===== src/rtl/pipe_pkg.sv =====
// Shared constants for the IF stage: next-PC select encodings, the NOP word
// and the default reset PC.
package pipe_pkg;

  typedef enum logic [1:0] {
    PCSRC_SEQ    = 2'd0,
    PCSRC_BRANCH = 2'd1,
    PCSRC_REG    = 2'd2,
    PCSRC_JUMP   = 2'd3
  } pcsrc_e;

  localparam logic [31:0] NOP_WORD         = 32'h0000_0000;
  localparam logic [31:0] DEFAULT_RESET_PC = 32'h0000_0000;

endpackage


===== src/rtl/pipe_if_if.sv =====
// Instruction-memory bus between the fetch stage (master) and the memory (slave).
// imem_rdata is consumed only in a cycle where imem_ready=1; the master holds
// imem_addr until then unless it redirects.
interface pipe_if_if;
  logic [31:0] imem_addr;
  logic [31:0] imem_rdata;
  logic        imem_ready;

  modport master (output imem_addr, input imem_rdata, input imem_ready);
  modport slave  (input imem_addr, output imem_rdata, output imem_ready);
endinterface


===== src/rtl/pipe_if_if_id_reg.sv =====
// IF/ID pipeline register: holds on hold_i, loads a NOP bubble on bubble_i,
// otherwise captures the fetched word.
module if_id_reg
  import pipe_pkg::*;
(
  input  logic        clk_i,
  input  logic        rst_i,
  input  logic        hold_i,
  input  logic        bubble_i,
  input  logic [31:0] inst_i,
  input  logic [31:0] pc4_i,
  output logic [31:0] inst_o,
  output logic [31:0] pc4_o,
  output logic        valid_o
);

  logic [31:0] inst_q, inst_d;
  logic [31:0] pc4_q, pc4_d;
  logic        valid_q, valid_d;

  always_comb begin
    inst_d  = inst_q;
    pc4_d   = pc4_q;
    valid_d = valid_q;
    if (!hold_i) begin
      if (bubble_i) begin
        inst_d  = NOP_WORD;
        pc4_d   = 32'h0000_0000;
        valid_d = 1'b0;
      end else begin
        inst_d  = inst_i;
        pc4_d   = pc4_i;
        valid_d = 1'b1;
      end
    end
  end

  always_ff @(posedge clk_i) begin
    if (rst_i) begin
      inst_q  <= NOP_WORD;
      pc4_q   <= 32'h0000_0000;
      valid_q <= 1'b0;
    end else begin
      inst_q  <= inst_d;
      pc4_q   <= pc4_d;
      valid_q <= valid_d;
    end
  end

  assign inst_o  = inst_q;
  assign pc4_o   = pc4_q;
  assign valid_o = valid_q;

endmodule


===== src/rtl/pipe_if.sv =====
// Instruction-fetch stage: PC register, next-PC mux, IF/ID register and
// stall/wait-state counters.
module pipe_if
  import pipe_pkg::*;
#(
  parameter logic [31:0] RESET_PC = DEFAULT_RESET_PC
) (
  input  logic        clock,
  input  logic        reset,
  input  logic [1:0]  pcsource,
  input  logic        wpcir,
  input  logic [31:0] bpc,
  input  logic [31:0] rpc,
  input  logic [31:0] jpc,
  pipe_if_if.master   imem,
  output logic [31:0] ID_inst,
  output logic [31:0] ID_pc4,
  output logic        ID_valid,
  output logic [31:0] stall_cnt,
  output logic [31:0] wait_cnt
);

  logic [31:0] pc_q, pc_d;
  logic [31:0] stall_q, stall_d;
  logic [31:0] wait_q, wait_d;
  logic [31:0] pc4;
  logic [31:0] npc_raw;
  logic [31:0] npc;
  logic        fetch_done;
  logic        bubble;

  assign pc4 = pc_q + 32'd4;

  always_comb begin
    npc_raw = pc4;
    case (pcsrc_e'(pcsource))
      PCSRC_BRANCH: npc_raw = bpc;
      PCSRC_REG:    npc_raw = rpc;
      PCSRC_JUMP:   npc_raw = jpc;
      default:      npc_raw = pc4;
    endcase
    npc = npc_raw & ~32'h0000_0003;
  end

  assign fetch_done = !wpcir && imem.imem_ready;
  assign bubble     = !wpcir && !imem.imem_ready;

  // A redirect during a wait abandons the pending fetch; a sequential wait keeps retrying.
  always_comb begin
    pc_d    = pc_q;
    stall_d = stall_q;
    wait_d  = wait_q;
    if (wpcir) begin
      stall_d = stall_q + 32'd1;
    end else begin
      if (!imem.imem_ready) begin
        wait_d = wait_q + 32'd1;
      end
      if (imem.imem_ready || (pcsrc_e'(pcsource) != PCSRC_SEQ)) begin
        pc_d = npc;
      end
    end
  end

  always_ff @(posedge clock) begin
    if (reset) begin
      pc_q    <= RESET_PC;
      stall_q <= 32'h0000_0000;
      wait_q  <= 32'h0000_0000;
    end else begin
      pc_q    <= pc_d;
      stall_q <= stall_d;
      wait_q  <= wait_d;
    end
  end

  if_id_reg u_if_id_reg (
    .clk_i    (clock),
    .rst_i    (reset),
    .hold_i   (wpcir),
    .bubble_i (bubble),
    .inst_i   (imem.imem_rdata),
    .pc4_i    (pc4),
    .inst_o   (ID_inst),
    .pc4_o    (ID_pc4),
    .valid_o  (ID_valid)
  );

  assign imem.imem_addr = pc_q;
  assign stall_cnt      = stall_q;
  assign wait_cnt       = wait_q;

  logic unused_fetch_done;
  assign unused_fetch_done = fetch_done;

endmodule


===== src/flat_wrapper.sv =====
// flat-port wrapper written by rule: the top's interface ports become plain ports
module pipe_if_flat import pipe_pkg::*;
#(
  parameter logic [31:0] RESET_PC = DEFAULT_RESET_PC
)
  (clock, reset, pcsource, wpcir, bpc, rpc, jpc, ID_inst, ID_pc4, ID_valid, stall_cnt, wait_cnt, imem_imem_addr, imem_imem_rdata, imem_imem_ready);
  pipe_if_if imem_i ();
  input  logic clock;
  input  logic reset;
  input  logic [1:0] pcsource;
  input  logic wpcir;
  input  logic [31:0] bpc;
  input  logic [31:0] rpc;
  input  logic [31:0] jpc;
  output logic [31:0] ID_inst;
  output logic [31:0] ID_pc4;
  output logic ID_valid;
  output logic [31:0] stall_cnt;
  output logic [31:0] wait_cnt;
  output wire logic [$bits(imem_i.imem_addr)-1:0] imem_imem_addr;
  input wire logic [$bits(imem_i.imem_rdata)-1:0] imem_imem_rdata;
  input wire logic [$bits(imem_i.imem_ready)-1:0] imem_imem_ready;
  assign imem_imem_addr = imem_i.imem_addr;
  assign imem_i.imem_rdata = imem_imem_rdata;
  assign imem_i.imem_ready = imem_imem_ready;
  pipe_if #(.RESET_PC(RESET_PC)) u_core (.clock(clock), .reset(reset), .pcsource(pcsource), .wpcir(wpcir), .bpc(bpc), .rpc(rpc), .jpc(jpc), .imem(imem_i), .ID_inst(ID_inst), .ID_pc4(ID_pc4), .ID_valid(ID_valid), .stall_cnt(stall_cnt), .wait_cnt(wait_cnt));
endmodule

===== config.mk =====
export PLATFORM = sky130hd
export DESIGN_NAME = pipe_if_flat
export DESIGN_NICKNAME = d
export VERILOG_FILES = /design/src/rtl/pipe_pkg.sv /design/src/rtl/pipe_if_if.sv /design/src/rtl/pipe_if_if_id_reg.sv /design/src/rtl/pipe_if.sv /design/src/flat_wrapper.sv
export SDC_FILE = /design/constraint.sdc
export NUM_CORES = 1
export LEC_CHECK = 0
export CORE_AREA = 2 2 170 122
export DETAILED_ROUTE_END_ITERATION = 12
export DIE_AREA = 0 0 172 124
export PLACE_DENSITY = 0.83
export SYNTH_ARGS = -nofsm -noshare
export SYNTH_HDL_FRONTEND = slang
export SYNTH_SLANG_ARGS = --single-unit

===== constraint.sdc =====
create_clock -name clock -period 1.7 [get_ports clock]
set_input_delay 0.34 -clock clock [delete_from_list [all_inputs] [get_ports clock]]
set_output_delay 0.34 -clock clock [all_outputs]
set_load 0.03 [all_outputs]

== Word-level counts from Yosys, hierarchy flattened ==
Cells that the tools add are included.

* Flip-flop bits (word level): 159
* Input bits: 134
* Output and inout bits: 161
* Logic and storage cells: 25

* $add $sub $neg: 3
* Eq/ne operators: 3
* Multiplexer cells: 4
* Bitwise operators: 2
* Reduce and logical (&&, ||, !) cells: 7

{| class="wikitable"
|+ Operator list
! cell !! number
|-
| 32-bit case mux with 3 select lines || 1
|-
| 32-bit by 1-bit adder with 32-bit output (second input constant) || 2
|-
| 32-bit 2-to-1 mux || 2
|-
| 32-bit by 3-bit adder with 32-bit output (second input constant) || 1
|-
| 2-bit == test (second input constant) || 2
|-
| 2-bit AND reduction || 2
|-
| 2-bit by 1-bit == test with 1-bit output (second input constant) || 1
|-
| 1-bit zero test || 2
|-
| 1-bit inverter || 2
|-
| 2-bit nonzero test || 1
|-
| 1-bit logical AND || 1
|-
| 1-bit logical OR || 1
|-
| 1-bit 2-to-1 mux || 1
|}

== Depth between registers and ports, before layout ==
* Word-level depth: 3
* Mapped depth: 8
* Mapped depth without buffers: 6

== By module ==
A second synthesis with hierarchy kept.

* Cell total of the unflattened synthesis: 983
* Area, all modules: 8,599.5 um^2

{| class="wikitable"
|+ Modules (own cells, without submodules)
! module !! instances !! cells each !! area each (um^2) !! sequential area each (um^2)
|-
| pipe_if || 1 || 695 || 5,665.4 || 1,881.8
|-
| if_id_reg || 1 || 288 || 2,934.1 || 1,301.2
|}

== Worst setup path after synthesis ==
OpenSTA, ideal clock, no wires.

* Path type: flip-flop to flip-flop
* Start point: register u_core.pc_q[17] (netlist: u_core.imem.imem_addr[17])
* End point: register u_core.pc_q[31] (netlist: u_core.imem.imem_addr[31])
* Setup time: 0.127 ns
* Arrival time: 1.925 ns
* Required time: 1.573 ns
* Path slack: -0.352 ns
* Cell stages (with the launch flop): 8
* Buffers on the path: 2
* Period minus slack after synthesis: 2.052 ns
* Path through: dfxtp_1 buf_2 and4_1 and4_1 and4_1 buf_2 nor3b_1 or3_1

* Cells in the longest elaborated chain, start to end: 2

{| class="wikitable"
|+ Ends and longest elaborated chain
! what !! RTL line !! RTL
|-
| from (decl) || pipe_if.sv:23 || <nowiki>logic [31:0] pc_q, pc_d;</nowiki>
|-
| from (signal assigned) || pipe_if.sv:71 || <nowiki>pc_q <= pc_d;</nowiki>
|-
| 32-bit by 3-bit adder with 32-bit output || pipe_if.sv:32 || <nowiki>assign pc4 = pc_q + 32'd4;</nowiki>
|-
| 32-bit case mux with 3 select lines || pipe_if.sv:36 || <nowiki>case (pcsrc_e'(pcsource))</nowiki>
|}

Every way passes these cells.
A chain may end at the register's enable or synchronous reset.

== Final worst setup path ==
* Start point: register u_core.pc_q[7] (netlist: u_core.imem.imem_addr[7])
* End point: register u_core.pc_q[25] (netlist: u_core.imem.imem_addr[25])

Same word-level chain as after synthesis.

==> impl_metrics.toml <==
[sta]
rsz0062_at_grt = "true"
timing.slew.headroom_pct = 63.12
period_needed_ns = 1.834
setup_viol = 11
fin_ws_ns = -0.1337
clock-skew-final_ns = 0.009005
hold_viol = 0
worst_pin_slew_ns = 0.5512
post-route-period-util_pct = 107.9
max_freq_ghz = 0.5453
drv_slew = 0

[yosys]
async_reset_ff_share_pct = 0
synth.most_common_cell = "dfxtp_1"
synthTopCellsByCount = "dfxtp_1, nor2_1, a22oi_1, clkbuf_1, xor2_1"
yosysWarningCount = 0
synth.distinct_cells = 65
synth-main-ff-cell = "dfxtp_1"
netlist.area_leader.share_pct = 40.63
synth-edff-count = 0
ys_seq_elements = 157
yosysTopAreaCell = "dfxtp_1"
netlist_area_um2 = 7735
yosysSeqAreaShare_pct = 40.63
avgSynthCellArea_um2 = 8.710
synthCells = 888
synth_area_leaders = "dfxtp_1, nor2_1, xor2_1"

[worst_hold_path]
hp-class = "input pin to flip-flop"
hp-start = "reset"
hold_path_depth = 2
whs_endpoint = "u_core.u_if_id_reg.valid_o$_SDFFE_PP0N_"

[die]
die_w_um = 172
start_util_pct = 39.50
die-area_um2 = 21330
rows = 43
chipHeight_um = 124
io_pins = 295
coreArea_um2 = 19580

[placed_design]
dpl_cell_area_um2 = 11790
io_buffers = 284
hpwl_mm = 20.52
dp_cells = 1502
place.gp.congestion = 0.9849

[power_and_ir_drop]
p_leak_nw = 5.525
powerDensity_nw_per_um2 = 731.7
ir_drop_mv = 0.4365
power_w = 0.009117

[critical_path]
cp_data_arrival_time_ns = 2.12
cp_slowest_stage_delay_ns = 0.65
worst-endpoint-required_ns = 1.99
reg2regPathDepth = 5
r2r_end = "u_core.imem.imem_addr[25]$_SDFFE_PP0P_"
regToRegSetupSlack_ns = -0.13
crit_type = "flip-flop to flip-flop"
crit_path_end_kind = "flip-flop"
critPathBufInv = 0
cp_cell_sequence = "nand4_1 > or4_4 > nor3_4 > mux2i_1 > o22ai_1"
worst_setup_path_start_kind = "flip-flop"
r2r_start = "u_core.imem.imem_addr[7]$_SDFFE_PP0P_"
critical_path.top_delay_family = "simple AND/OR/NAND/NOR gates"
worstPathMaxFanout = 7
cp_slowest_cell = "or4_4"

[finish]
drive_gt1_share_pct = 23.40
fin_nets = 1394
antenna_cells = 0
postLayoutCellArea_um2 = 12460
fill_cells = 1677
synthToLayoutAreaGrowth_pct = 61.10
finalNonFillerCells = 1539

[job]
maxCapViolCount = 0

[grt]
grt_pass1_vias = 7877
grt_antenna_before_repair = 0
grt_usage_pct = 25.54
grt.overflow.total = 0
grt_pass1_wl_mm = 42.51
grt_max_degree = 79

[clocking]
clk_latency_ns = 0.41
ctsHoldBuffers = 0
cts_buffers = 17
cts_sinks = 157
cts-root-buf = "clkbuf_16"
clockBufferDepth = 2
cts.clk_slew.worst_paths_ns = 0.07
cts_max_level = 4
cts_tree = "done"

[route]
drtIter0Drc = 727
drtPass1Iterations = 5
drt_wl_total_mm = 27.55
vias_per_cell = 5.442
dr_total_vias = 8376
drc_errors = 0
antenna_left = 0
avgRoutedWirePerCell_um = 17.90

[run_status]
violations = "negative setup slack"
outcome = "finished, violations left"
## layout make-up
type	instances	area (um2)	share of cell area, %
timing repair buffer	414	3699	29.68
inverter	14	52.55	0.4217
clock buffer	18	450.4	3.615
multi-input combinational	653	4578	36.74
sequential	157	3239	26.00
clock inverter	13	103.9	0.8334
tap	270	337.8	2.711
## repair_timing
item                       4_1_cts  5_1_grt
gates resized for setup        185       54
setup endpoints to repair      188       65
gates cloned                     0        1
pin swaps                        8       17
buffers inserted                 0        6
## flip-flops by register name, summed over array words and instances (netlist names)
| name | count |
|---|---|
| u_core.imem.imem_addr | 30 |
| u_core.stall_cnt | 32 |
| u_core.u_if_id_reg.inst_o | 32 |
| u_core.u_if_id_reg.pc4_o | 30 |
| u_core.u_if_id_reg.valid_o | 1 |
| u_core.wait_cnt | 32 |
## logic make-up (layout without fill, tap and decap cells)
| logic type | count (synthesis) | count (layout) | share of synthesized area, % |
|---|---|---|---|
| AOI/OAI and AO/OA | 185 | 185 | 16.55 |
| adders and majority gates | 3 | 3 | 0.4853 |
| muxes | 38 | 38 | 5.839 |
| buffers and inverters | 81 | 459 | 4.367 |
| DFF | 157 | 157 | 40.63 |
| and+or+nand+nor | 342 | 342 | 22.91 |
| other | 1 | 4 | 0.04848 |
| xor gates and xnor gates | 81 | 81 | 9.172 |
## power breakdown
part | leakage, nW | switching (W) | internal, W
clock | 0.268 | 0.00165 | 0.00198
sequential | 1.30 | 0.000124 | 0.00379
combinational | 3.96 | 0.000821 | 0.000751
total | 5.53 | 0.00259 | 0.00652
## worst register-to-register path: cells and delay by family (launching register included)
family          cells  cell delay (ns)
simple gates        3             0.99
mux                 1             0.24
compound gates      1             0.10
flops               1             0.39
## how the worst max path moves through the flow
stage | endpoint | slack (ns) | cells past startpoint | from
3_5_place_dp | u_core.wait_cnt[14]$_SDFFE_PP0P_ | -0.49 | 7 | imem_imem_ready
2_1_floorplan | u_core.imem.imem_addr[31]$_SDFFE_PP0P_ | -0.08 | 7 | u_core.imem.imem_addr[12]$_SDFFE_PP0P_
3_3_place_gp | u_core.wait_cnt[13]$_SDFFE_PP0P_ | -0.43 | 7 | imem_imem_ready
5_1_grt | u_core.imem.imem_addr[27]$_SDFFE_PP0P_ | -0.17 | 7 | u_core.imem.imem_addr[11]$_SDFFE_PP0P_
6_report | u_core.imem.imem_addr[25]$_SDFFE_PP0P_ | -0.13 | 5 | u_core.imem.imem_addr[7]$_SDFFE_PP0P_
4_1_cts | u_core.imem.imem_addr[25]$_SDFFE_PP0P_ | -0.06 | 5 | u_core.imem.imem_addr[4]$_SDFFE_PP0P_
## layout by cell type, fill, tap and decap left out, types with 30 or more instances in the layout
cell type        count
dlygate4sd2_1      142
nor2_1             138
clkdlybuf4s50_1    123
buf_4              115
dfxtp_1            106
a22oi_1             48
xor2_1              42
nand2_1             38
dfxtp_2             38
xnor2_1             36
a21oi_1             34
nand4_1             30
o21ai_0             30
## per-layer routing
| layer | GRT usage [%] | wire [um] | part of all wire, % |
|---|---|---|---|
| met5 | 0 | 0 | 0 |
| met4 | 6.828 | 359 | 1.3 |
| met3 | 6.737 | 2623 | 9.5 |
| met2 | 37.80 | 11930 | 43 |
| met1 | 36.70 | 12640 | 46 |
## stage by stage
stage               TNS (ns)  util (%)  hold slack, ns  worst slack, ns
global route          -1.588     63.63          0.2735          -0.1720
finish               -0.5850     63.63          0.2799          -0.1337
global placement      -26.25     60.22          0.4467          -0.4326
detailed placement    -30.01     60.22          0.4551          -0.4905
CTS                  -0.1737     62.66          0.2500         -0.06160
floorplan            -0.4881         -          0.4841         -0.08189
Note: power is estimated with default switching activity, not from simulation.
